<file path="src/rtl/fetch_unit_pkg.sv">
// Shared fetch-stage encodings and the skid/IF-ID entry layout.
package fetch_unit_pkg;
    typedef enum logic [1:0] {
        FETCH_IDLE = 2'd0,
        FETCH_WAIT = 2'd1,
        FETCH_FULL = 2'd2
    } fetch_state_e;

    localparam logic [31:0] NOP_INSTR        = 32'h0000_0000;
    localparam logic [31:0] INSTR_WORD_BYTES = 32'd4;

    typedef struct packed {
        logic [31:0] pc;
        logic [31:0] instr;
    } fetch_entry_t;
endpackage

</file>
<file path="src/rtl/fetch_target_calc.sv">
// Redirect detection and target computation for the instruction held in ID.
module fetch_target_calc
    import fetch_unit_pkg::*;
(
    input  logic [31:0] pc_id,
    input  logic [25:0] instr_id,
    input  logic [31:0] jr_pc,
    input  logic        jump_branch,
    input  logic        jump_target,
    input  logic        jump_reg,
    output logic        redirect,
    output logic [31:0] target
);
    logic [31:0] pc_next;
    logic [31:0] br_off;

    assign pc_next  = pc_id + INSTR_WORD_BYTES;
    assign br_off   = {{14{instr_id[15]}}, instr_id[15:0], 2'b00};
    assign redirect = jump_branch | jump_target | jump_reg;

    always_comb begin
        if (jump_reg)
            target = jr_pc;
        else if (jump_target)
            target = {pc_next[31:28], instr_id[25:0], 2'b00};
        else
            target = pc_next + br_off;
    end
endmodule

</file>
<file path="src/rtl/fetch_unit.sv">
// MIPS fetch stage: owns the fetch PC, keeps one imem request in flight, holds IF/ID.
// Build option FETCH_MISALIGN_TRAP_EN adds misalign_id for non-word-aligned redirects.
module fetch_unit
    import fetch_unit_pkg::*;
#(
    parameter logic [31:0] RESET_PC = 32'h0000_0000
) (
    input  logic        clk,
    input  logic        rst,
    input  logic        stall,
    input  logic        jump_branch,
    input  logic        jump_target,
    input  logic        jump_reg,
    input  logic [31:0] jr_pc,
    output logic        imem_req,
    output logic [31:0] imem_addr,
    input  logic [31:0] imem_rdata,
    input  logic        imem_rvalid,
    output logic [31:0] pc_id,
    output logic [31:0] instr_id,
`ifdef FETCH_MISALIGN_TRAP_EN
    output logic        misalign_id,
`endif
    output logic        valid_id
);
    fetch_state_e state_q, state_d;
    logic [31:0]  fetch_pc_q, req_pc_q, redir_q;
    logic         redir_pend_q;
    fetch_entry_t skid_q;
    logic [31:0]  pc_id_q, instr_id_q;
    logic         valid_id_q;

    logic         ctl, capture, issue, load_mem, load_skid, fill_skid;
    logic [31:0]  tgt, tgt_al, issue_addr, ld_pc, ld_instr;
`ifdef FETCH_MISALIGN_TRAP_EN
    logic         req_mis_q, skid_mis_q, redir_mis_q, mis_id_q, issue_mis, ld_mis;
`endif

    fetch_target_calc u_target (
        .pc_id       (pc_id_q),
        .instr_id    (instr_id_q[25:0]),
        .jr_pc       (jr_pc),
        .jump_branch (jump_branch),
        .jump_target (jump_target),
        .jump_reg    (jump_reg),
        .redirect    (ctl),
        .target      (tgt)
    );

    assign capture = valid_id_q & ~stall & ctl;
    assign tgt_al  = tgt & ~(INSTR_WORD_BYTES - 32'd1);

    always_ff @(posedge clk) begin
        if (rst) state_q <= FETCH_IDLE;
        else     state_q <= state_d;
    end

    always_comb begin
        state_d = state_q;
        case (state_q)
            FETCH_IDLE: state_d = FETCH_WAIT;
            FETCH_WAIT: if (imem_rvalid && stall) state_d = FETCH_FULL;
            FETCH_FULL: if (!stall) state_d = FETCH_WAIT;
            default:    state_d = FETCH_IDLE;
        endcase
    end

    always_comb begin
        issue     = 1'b0;
        load_mem  = 1'b0;
        load_skid = 1'b0;
        fill_skid = 1'b0;
        case (state_q)
            FETCH_IDLE: issue = 1'b1;
            FETCH_WAIT: begin
                load_mem  = imem_rvalid & ~stall;
                fill_skid = imem_rvalid & stall;
                issue     = imem_rvalid & ~stall;
            end
            FETCH_FULL: begin
                load_skid = ~stall;
                issue     = ~stall;
            end
            default: ;
        endcase
        // A redirect captured in the issuing cycle bypasses the pending register.
        if (capture)           issue_addr = tgt_al;
        else if (redir_pend_q) issue_addr = redir_q;
        else                   issue_addr = fetch_pc_q;
        ld_pc    = load_skid ? skid_q.pc    : req_pc_q;
        ld_instr = load_skid ? skid_q.instr : imem_rdata;
`ifdef FETCH_MISALIGN_TRAP_EN
        issue_mis = capture ? (|tgt[1:0]) : (redir_pend_q & redir_mis_q);
        ld_mis    = load_skid ? skid_mis_q : req_mis_q;
        if (ld_mis) ld_instr = NOP_INSTR;
`endif
    end

    assign imem_req  = issue & ~rst;
    assign imem_addr = issue_addr;
    assign pc_id     = pc_id_q;
    assign instr_id  = instr_id_q;
    assign valid_id  = valid_id_q;

    always_ff @(posedge clk) begin
        if (rst) begin
            fetch_pc_q   <= RESET_PC;
            req_pc_q     <= RESET_PC;
            redir_q      <= '0;
            redir_pend_q <= 1'b0;
            skid_q       <= '0;
            pc_id_q      <= '0;
            instr_id_q   <= NOP_INSTR;
            valid_id_q   <= 1'b0;
        end else begin
            if (issue) begin
                req_pc_q     <= issue_addr;
                fetch_pc_q   <= issue_addr + INSTR_WORD_BYTES;
                redir_pend_q <= 1'b0;
            end else if (capture) begin
                redir_q      <= tgt_al;
                redir_pend_q <= 1'b1;
            end
            if (fill_skid) begin
                skid_q.pc    <= req_pc_q;
                skid_q.instr <= imem_rdata;
            end
            if (load_mem || load_skid) begin
                pc_id_q    <= ld_pc;
                instr_id_q <= ld_instr;
                valid_id_q <= 1'b1;
            end else if (!stall) begin
                instr_id_q <= NOP_INSTR;
                valid_id_q <= 1'b0;
            end
        end
    end

`ifdef FETCH_MISALIGN_TRAP_EN
    always_ff @(posedge clk) begin
        if (rst) begin
            req_mis_q   <= 1'b0;
            skid_mis_q  <= 1'b0;
            redir_mis_q <= 1'b0;
            mis_id_q    <= 1'b0;
        end else begin
            if (issue) req_mis_q <= issue_mis;
            if (capture && !issue) redir_mis_q <= |tgt[1:0];
            if (fill_skid) skid_mis_q <= req_mis_q;
            if (load_mem || load_skid) mis_id_q <= ld_mis;
            else if (!stall)           mis_id_q <= 1'b0;
        end
    end

    assign misalign_id = mis_id_q;
`endif
endmodule

</file>
<file path="config.mk">
export PLATFORM = sky130hd
export DESIGN_NAME = fetch_unit
export DESIGN_NICKNAME = d
export VERILOG_FILES = /design/src/rtl/fetch_unit_pkg.sv /design/src/rtl/fetch_target_calc.sv /design/src/rtl/fetch_unit.sv
export SDC_FILE = /design/constraint.sdc
export NUM_CORES = 1
export LEC_CHECK = 0
export BUFFER_PORTS_ARGS = -buffer_cell sky130_fd_sc_hd__buf_2
export CAP_MARGIN = 20
export CELL_PAD_IN_SITES_DETAIL_PLACEMENT = 1
export CELL_PAD_IN_SITES_GLOBAL_PLACEMENT = 1
export CORE_MARGIN = 1
export CORE_UTILIZATION = 25
export DETAILED_ROUTE_END_ITERATION = 8
export GPL_ROUTABILITY_DRIVEN = 0
export PLACE_DENSITY_LB_ADDON = 0.05
export RECOVER_POWER = 50
export SKIP_CTS_REPAIR_TIMING = 1
export SYNTH_ARGS = -nofsm -noshare
export SYNTH_HDL_FRONTEND = slang
export SYNTH_HIERARCHICAL = 1
export SYNTH_SLANG_ARGS = --single-unit
</file>
<file path="constraint.sdc">
create_clock -name clk -period 5.6 [get_ports clk]
set_clock_uncertainty 0.15 [all_clocks]
set_input_delay 0.84 -clock clk [delete_from_list [all_inputs] [get_ports clk]]
set_output_delay 0.84 -clock clk [all_outputs]
set_load 0.01 [all_outputs]
</file>
Yosys cells after proc, flatten, opt, wreduce, memory -nomap -nowiden --
Index checks and enable logic that the tools add are counted.
Word-level totals: bits in registers 226
Cells by class: reduce and logical (&&, ||, !) cells 6, bitwise logic cells 10, add/subtract/negate cells 3, muxes and demuxes 17, equal/unequal tests 5
Operator list (count):
- 32-bit two-way mux | 8
- 32-bit by 3-bit adder with 32-bit output, second input constant | 2
- 32-bit adder | 1
- 2-bit one-hot mux with 3 select lines | 1
- 1-bit AND | 5
- 1-bit two-way mux | 5
- 2-bit two-way mux | 2
- 2-bit inequality test, second input constant | 2
- 2-bit AND reduction | 2
- 1-bit NOT | 3
- 1-bit one-hot mux with 3 select lines | 1
- 2-bit by 1-bit == test with 1-bit output, second input constant | 1
- 2-bit == test, second input constant | 1
- 2-bit logical NOT | 1
- 2-bit by 1-bit inequality test with 1-bit output, second input constant | 1
- 1-bit OR | 2
- 2-bit OR reduction | 1
- 1-bit logical AND | 1
- 1-bit logical OR | 1

Depth between registers and ports, before layout --
depth in word-level cells 6, depth in mapped cells 22

Modules after synthesis --
Netlist, hierarchy kept.
By module, submodules not included:
- fetch_unit | area an instance 9828.2 um^2, times used 1, cells an instance 1314, sequential area each 4484.3 um^2
- fetch_target_calc | area an instance 2791.4 um^2, times used 1, cells an instance 415, sequential area each 0.0 um^2

Worst setup path after synthesis --
Ideal clock, no wire load.
kind in2reg, start input jump_target, end register fetch_pc_q[26], setup slack 0.134 ns, cell stages on the path 15, arrival 5.225 ns, path buffers 5, data required time 5.359 ns, path through clkbuf_1 buf_1 or3_1 and3b_1 clkbuf_1 clkbuf_1 clkbuf_1 nand2_1 o21ai_0 ha_1 or4b_4 a222oi_1 nand4_2 or3_1 a311oi_1
On the way: longest elaborated chain between the ends 5
RTL lines:
- start: declaration | line fetch_unit.sv:12 | input logic jump_target,
- 1-bit OR (2 in a row) | line fetch_target_calc.sv:19 | assign redirect = jump_branch | jump_target | jump_reg;
- via ctl | line fetch_unit.sv:33 | logic ctl, capture, issue, load_mem, load_skid, fill_skid;
- 1-bit AND | line fetch_unit.sv:50 | assign capture = valid_id_q & ~stall & ctl;
- 32-bit two-way mux | line fetch_unit.sv:87 | if (capture) issue_addr = tgt_al;
- via imem_addr[3] | line fetch_unit.sv:16 | output logic [31:0] imem_addr,
- 32-bit by 3-bit adder with 32-bit output | line fetch_unit.sv:118 | fetch_pc_q <= issue_addr + INSTR_WORD_BYTES;
- end signal: assignment | line fetch_unit.sv:118
- end: declaration | line fetch_unit.sv:27 | logic [31:0] fetch_pc_q, req_pc_q, redir_q;
The timed path passes the listed nets, and every way through them passes these cells. A chain may end at the register's enable or synchronous reset.

Worst setup path in the final report --
start register pc_id_q[5] (netlist: pc_id[5]), end output imem_addr[27]
On the way: longest elaborated chain between the ends 5
RTL lines:
- start: declaration | line fetch_unit.sv:30 | logic [31:0] pc_id_q, instr_id_q;
- start signal: assignment | line fetch_unit.sv:129 | pc_id_q <= ld_pc;
- 32-bit by 3-bit adder with 32-bit output | line fetch_target_calc.sv:17 | assign pc_next = pc_id + INSTR_WORD_BYTES;
- 32-bit adder | line fetch_target_calc.sv:27 | target = pc_next + br_off;
- 32-bit two-way mux | line fetch_target_calc.sv:24 | else if (jump_target)
- 32-bit two-way mux | line fetch_target_calc.sv:22 | if (jump_reg)
- via tgt[27] | line fetch_unit.sv:34 | logic [31:0] tgt, tgt_al, issue_addr, ld_pc, ld_instr;
- 32-bit two-way mux | line fetch_unit.sv:87
- end: declaration | line fetch_unit.sv:16
The timed path passes the listed nets, and every way through them passes these cells.

==> results <==
- The run finished, with violations left.
- The checks that failed: max-capacitance violations, max-slew violations.
- In this design, the stage delay of the slowest critical-path cell is 0.42 ns.
- The max-slew headroom at the worst pin is -43.74%.
- Entering global routing, the biggest net connects 82 pins.
- The number of input and output port buffers inserted is 166.
- The synthesized netlist occupies a cell area of 12600 um^2.
- Power spread over the standard cell area amounts to 267.8 nW/um^2.
- In this design, the largest share of critical-path delay is due to simple AND/OR/NAND/NOR gates.
- The tree is rooted in a sky130_fd_sc_hd__clkbuf_16.
- The setup slack on the worst flop-to-flop path is 0.52 ns.
- The floorplan step defined a core boundary enclosing 49360 um^2.
- In this run, the number of DRC markers left after iteration 0 of detailed routing was 419.
- The capture point of the worst reg-to-reg path is fetch_pc_q[27]$_SDFFE_PP0P_.
- Among the stages of the critical path, the cell type that occurs most often is sky130_fd_sc_hd__buf_4.
- The total of max-cap violations is 2.
- The die footprint is 51310 um^2.
- Counting every net in the synthesized netlist gives 1835.
- Once the floorplan was initialized, standard cells occupied 25.53% of the core.
- In this run the worst hold path is classified as flip-flop to flip-flop.
- Global routing used 20.14% of the available tracks across all layers.
- The type of origin of the critical path is a flip-flop.
- Walking the worst path, the cells encountered are and3_4 -> and2_4 -> and3_4 -> nand4_1 -> xnor2_1 -> ha_1 -> buf_4 -> a32oi_2 -> a21oi_4 -> a221oi_4 -> buf_4 -> o21bai_1 -> nor4_1 -> nor3_2 -> mux2_4 -> buf_4 -> buf_6.
- The count of pins over their slew limit was 75.
- The combined buffer and inverter count along the critical path is 4.
- The initial antenna violation count came to 1.
- The hold violation count in the final report was 0.
- Clock-pin slew was measured on the worst setup and hold paths at 0.06 ns.
- The total CTS buffers is 29.
- The wire length of the first global-routing pass is 78940 um.
- The setup TNS after final layout is 0 ns.
- Counting every instance in the synthesized netlist gives 1727.
- The kind of critical path is flip-flop to output port.
- The final critical path takes up 97.98% of the cycle.
- The number of placed I/O pins is 169.
- The mean instance size in the synthesized netlist is 7.297 um^2.
- After detailed routing, the number of remaining DRC violations is 0.
- Derived from the worst setup path, the maximum achievable clock frequency is 0.1822 GHz.
- For the worst-skew pair, the clock arrives at the later sink with an insertion delay of 0.58 ns.
- The worst-case hold path end point is skid_q[3]$_SDFFE_PP0P_.
- The y dimension of the die is 226.5 um.
- The floorplan step set the die width to 226.5 um.
- For this design the static power due to leakage is 0.005882 uW.
- Counting every sink on the clock net gives 224.
- The worst-path maximum fanout is 6.
- The worst-case reg-to-reg path depth is 21.
- The maximum level of the CTS H-tree is 1.
- The worst hold margin is 0.3018 ns.
- TritonCTS built the clock tree.
- For this run the aggregate overflow at the end of global routing stands at 0.
- The time the worst path needs with I/O delays and setup is 5.487 ns.
- Fill cells in the final layout number 6063.
- The number of routed nets with antenna violations is 0.
- The area growth from synthesis to layout is 24.73%.
- Data on the critical path is required at its endpoint by 4.61 ns.
- The number of placement rows is 81.
- Yosys printed 6 warnings.
- Summing all flip-flop and latch instances after layout gives 4494 um^2.
- Summing all non-filler instances in the final layout gives an area of 15720 um^2.
- After detailed routing, the number of vias per cell comes to 4.989.
- The data arrival time of the critical path is 4.50 ns.
- The proportion of layout cells with a drive suffix above 1 is 18.19%.
- The routed design has 52370 um of wire.
- Setup repair after global routing could not meet its margin everywhere.
- The net count of the finished layout is 2003.
- Counting along the longest clock path gives a buffer depth of 3.
- The via count of the routed design is 12860.
- The hold path startpoint is skid_q[3]$_SDFFE_PP0P_.
- The sum of net half-perimeters after detailed placement is 37120 um.
- The placed instances occupy a cell area of 14360 um^2.
- The start of the worst register-to-register path is pc_id[5]$_SDFFE_PP0P_.
- Summing all multi-input logic gate instances after layout gives 7975 um^2.
- At the pin with the least slew margin, the transition time is 2.156 ns.
- The length of the first detailed-routing pass in iterations is 4.
- The final-report setup violation count is 0.
- The largest vdd supply drop is 0.0002314 V.
- The average routed wire per standard cell is 20.31 um.
- Among all stages on the critical path, the largest delay is contributed by sky130_fd_sc_hd__a221oi_4.
- The number of global-route vias before repair is 13040.
- STA classifies the critical path endpoint as an output port.
- The number of cells on the worst hold path is 2.
[routing by layer]
metal / part of all wire [%] / routed length (um) / vias up / track usage [%]
met1: 46 / 24170 / 6313 / 26.12
li1: - / - / 6336 / -
met4: 2.8 / 1454 / 0 / 5.602
met3: 3.7 / 1950 / 58 / 3.369
met5: 0 / 0 / - / 0
met2: 47 / 24800 / 154 / 34.19
[sequential cells by signal, indices dropped and copies added, names as in the netlist]
signal	cells
instr_id	32
pc_id	32
skid_q	64
req_pc_q	30
valid_id	1
redir_q	30
redir_pend_q	1
fetch_pc_q	32
state_q	2
[worst reg2reg max path: stages (launching register included)]
cell                       delay (ns)
sky130_fd_sc_hd__dfxtp_2         0.33
sky130_fd_sc_hd__and3_4          0.19
sky130_fd_sc_hd__and2_4          0.20
sky130_fd_sc_hd__and3_4          0.20
sky130_fd_sc_hd__nand2_1         0.06
sky130_fd_sc_hd__xnor2_1         0.14
sky130_fd_sc_hd__ha_1            0.38
sky130_fd_sc_hd__nand2_1         0.07
sky130_fd_sc_hd__o21ai_0         0.19
sky130_fd_sc_hd__a32oi_2         0.19
sky130_fd_sc_hd__a21oi_4         0.25
sky130_fd_sc_hd__a31oi_1         0.13
sky130_fd_sc_hd__xor2_1          0.16
sky130_fd_sc_hd__o211ai_1        0.41
sky130_fd_sc_hd__o21a_1          0.22
sky130_fd_sc_hd__inv_1           0.06
sky130_fd_sc_hd__or3_1           0.36
sky130_fd_sc_hd__a22oi_1         0.37
sky130_fd_sc_hd__nor4b_1         0.31
sky130_fd_sc_hd__buf_4           0.22
sky130_fd_sc_hd__a311oi_1        0.10
sky130_fd_sc_hd__nor4_1          0.30
[power breakdown]
group	total, uW	internal (uW)	switching [uW]
combinational	651	238	413
clock	1840	1060	778
sequential	1720	1660	61.9
[area by class of cell]
class,instances,share of cell area [%]
sequential,224,28.59
multi-input combinational,1363,50.74
clock inverter,5,0.3662
clock buffer,44,5.293
timing repair buffer,259,9.281
inverter,18,0.4298
antenna,1,0.01592
tap,664,5.285
[layout by cell type (no fill, tap or decap), types with 18 or more instances in the layout]
master	n
sky130_fd_sc_hd__xor2_1	26
sky130_fd_sc_hd__a311oi_1	39
sky130_fd_sc_hd__nor2_1	138
sky130_fd_sc_hd__xnor2_1	38
sky130_fd_sc_hd__clkbuf_16	29
sky130_fd_sc_hd__buf_2	110
sky130_fd_sc_hd__ha_1	27
sky130_fd_sc_hd__inv_1	18
sky130_fd_sc_hd__mux2i_1	29
sky130_fd_sc_hd__o21ai_0	37
sky130_fd_sc_hd__a211oi_1	22
sky130_fd_sc_hd__nand3_1	28
sky130_fd_sc_hd__buf_4	89
sky130_fd_sc_hd__o211ai_1	19
sky130_fd_sc_hd__dfxtp_1	216
sky130_fd_sc_hd__nand2_1	454
sky130_fd_sc_hd__clkbuf_1	68
sky130_fd_sc_hd__a21oi_1	232
[through the flow]
step           util, %  setup WS (ns)  total power (uW)  instances
2_1_floorplan        -         0.1336              2101       1727
4_1_cts          30.90        -0.6021              4267       2554
6_report         31.85         0.1130              4210       2578
3_5_place_dp     29.10        0.04295              2393       2505
5_1_grt          31.84       -0.08726              4417       2577
3_3_place_gp     29.10        0.07441              2385       2505
[worst max-delay path by stage]
stage                           startpoint                          end  depth (start not counted)
floorplan                      jump_target  fetch_pc_q[26]$_SDFFE_PP0P_                         15
global placement    pc_id[13]$_SDFFE_PP0P_                imem_addr[26]                         17
detailed placement  pc_id[13]$_SDFFE_PP0P_                imem_addr[26]                         17
CTS                 pc_id[13]$_SDFFE_PP0P_                imem_addr[26]                         17
global route         pc_id[5]$_SDFFE_PP0P_                imem_addr[27]                         18
finish               pc_id[5]$_SDFFE_PP0P_                imem_addr[27]                         17
Power figures use the tool's default switching activity.
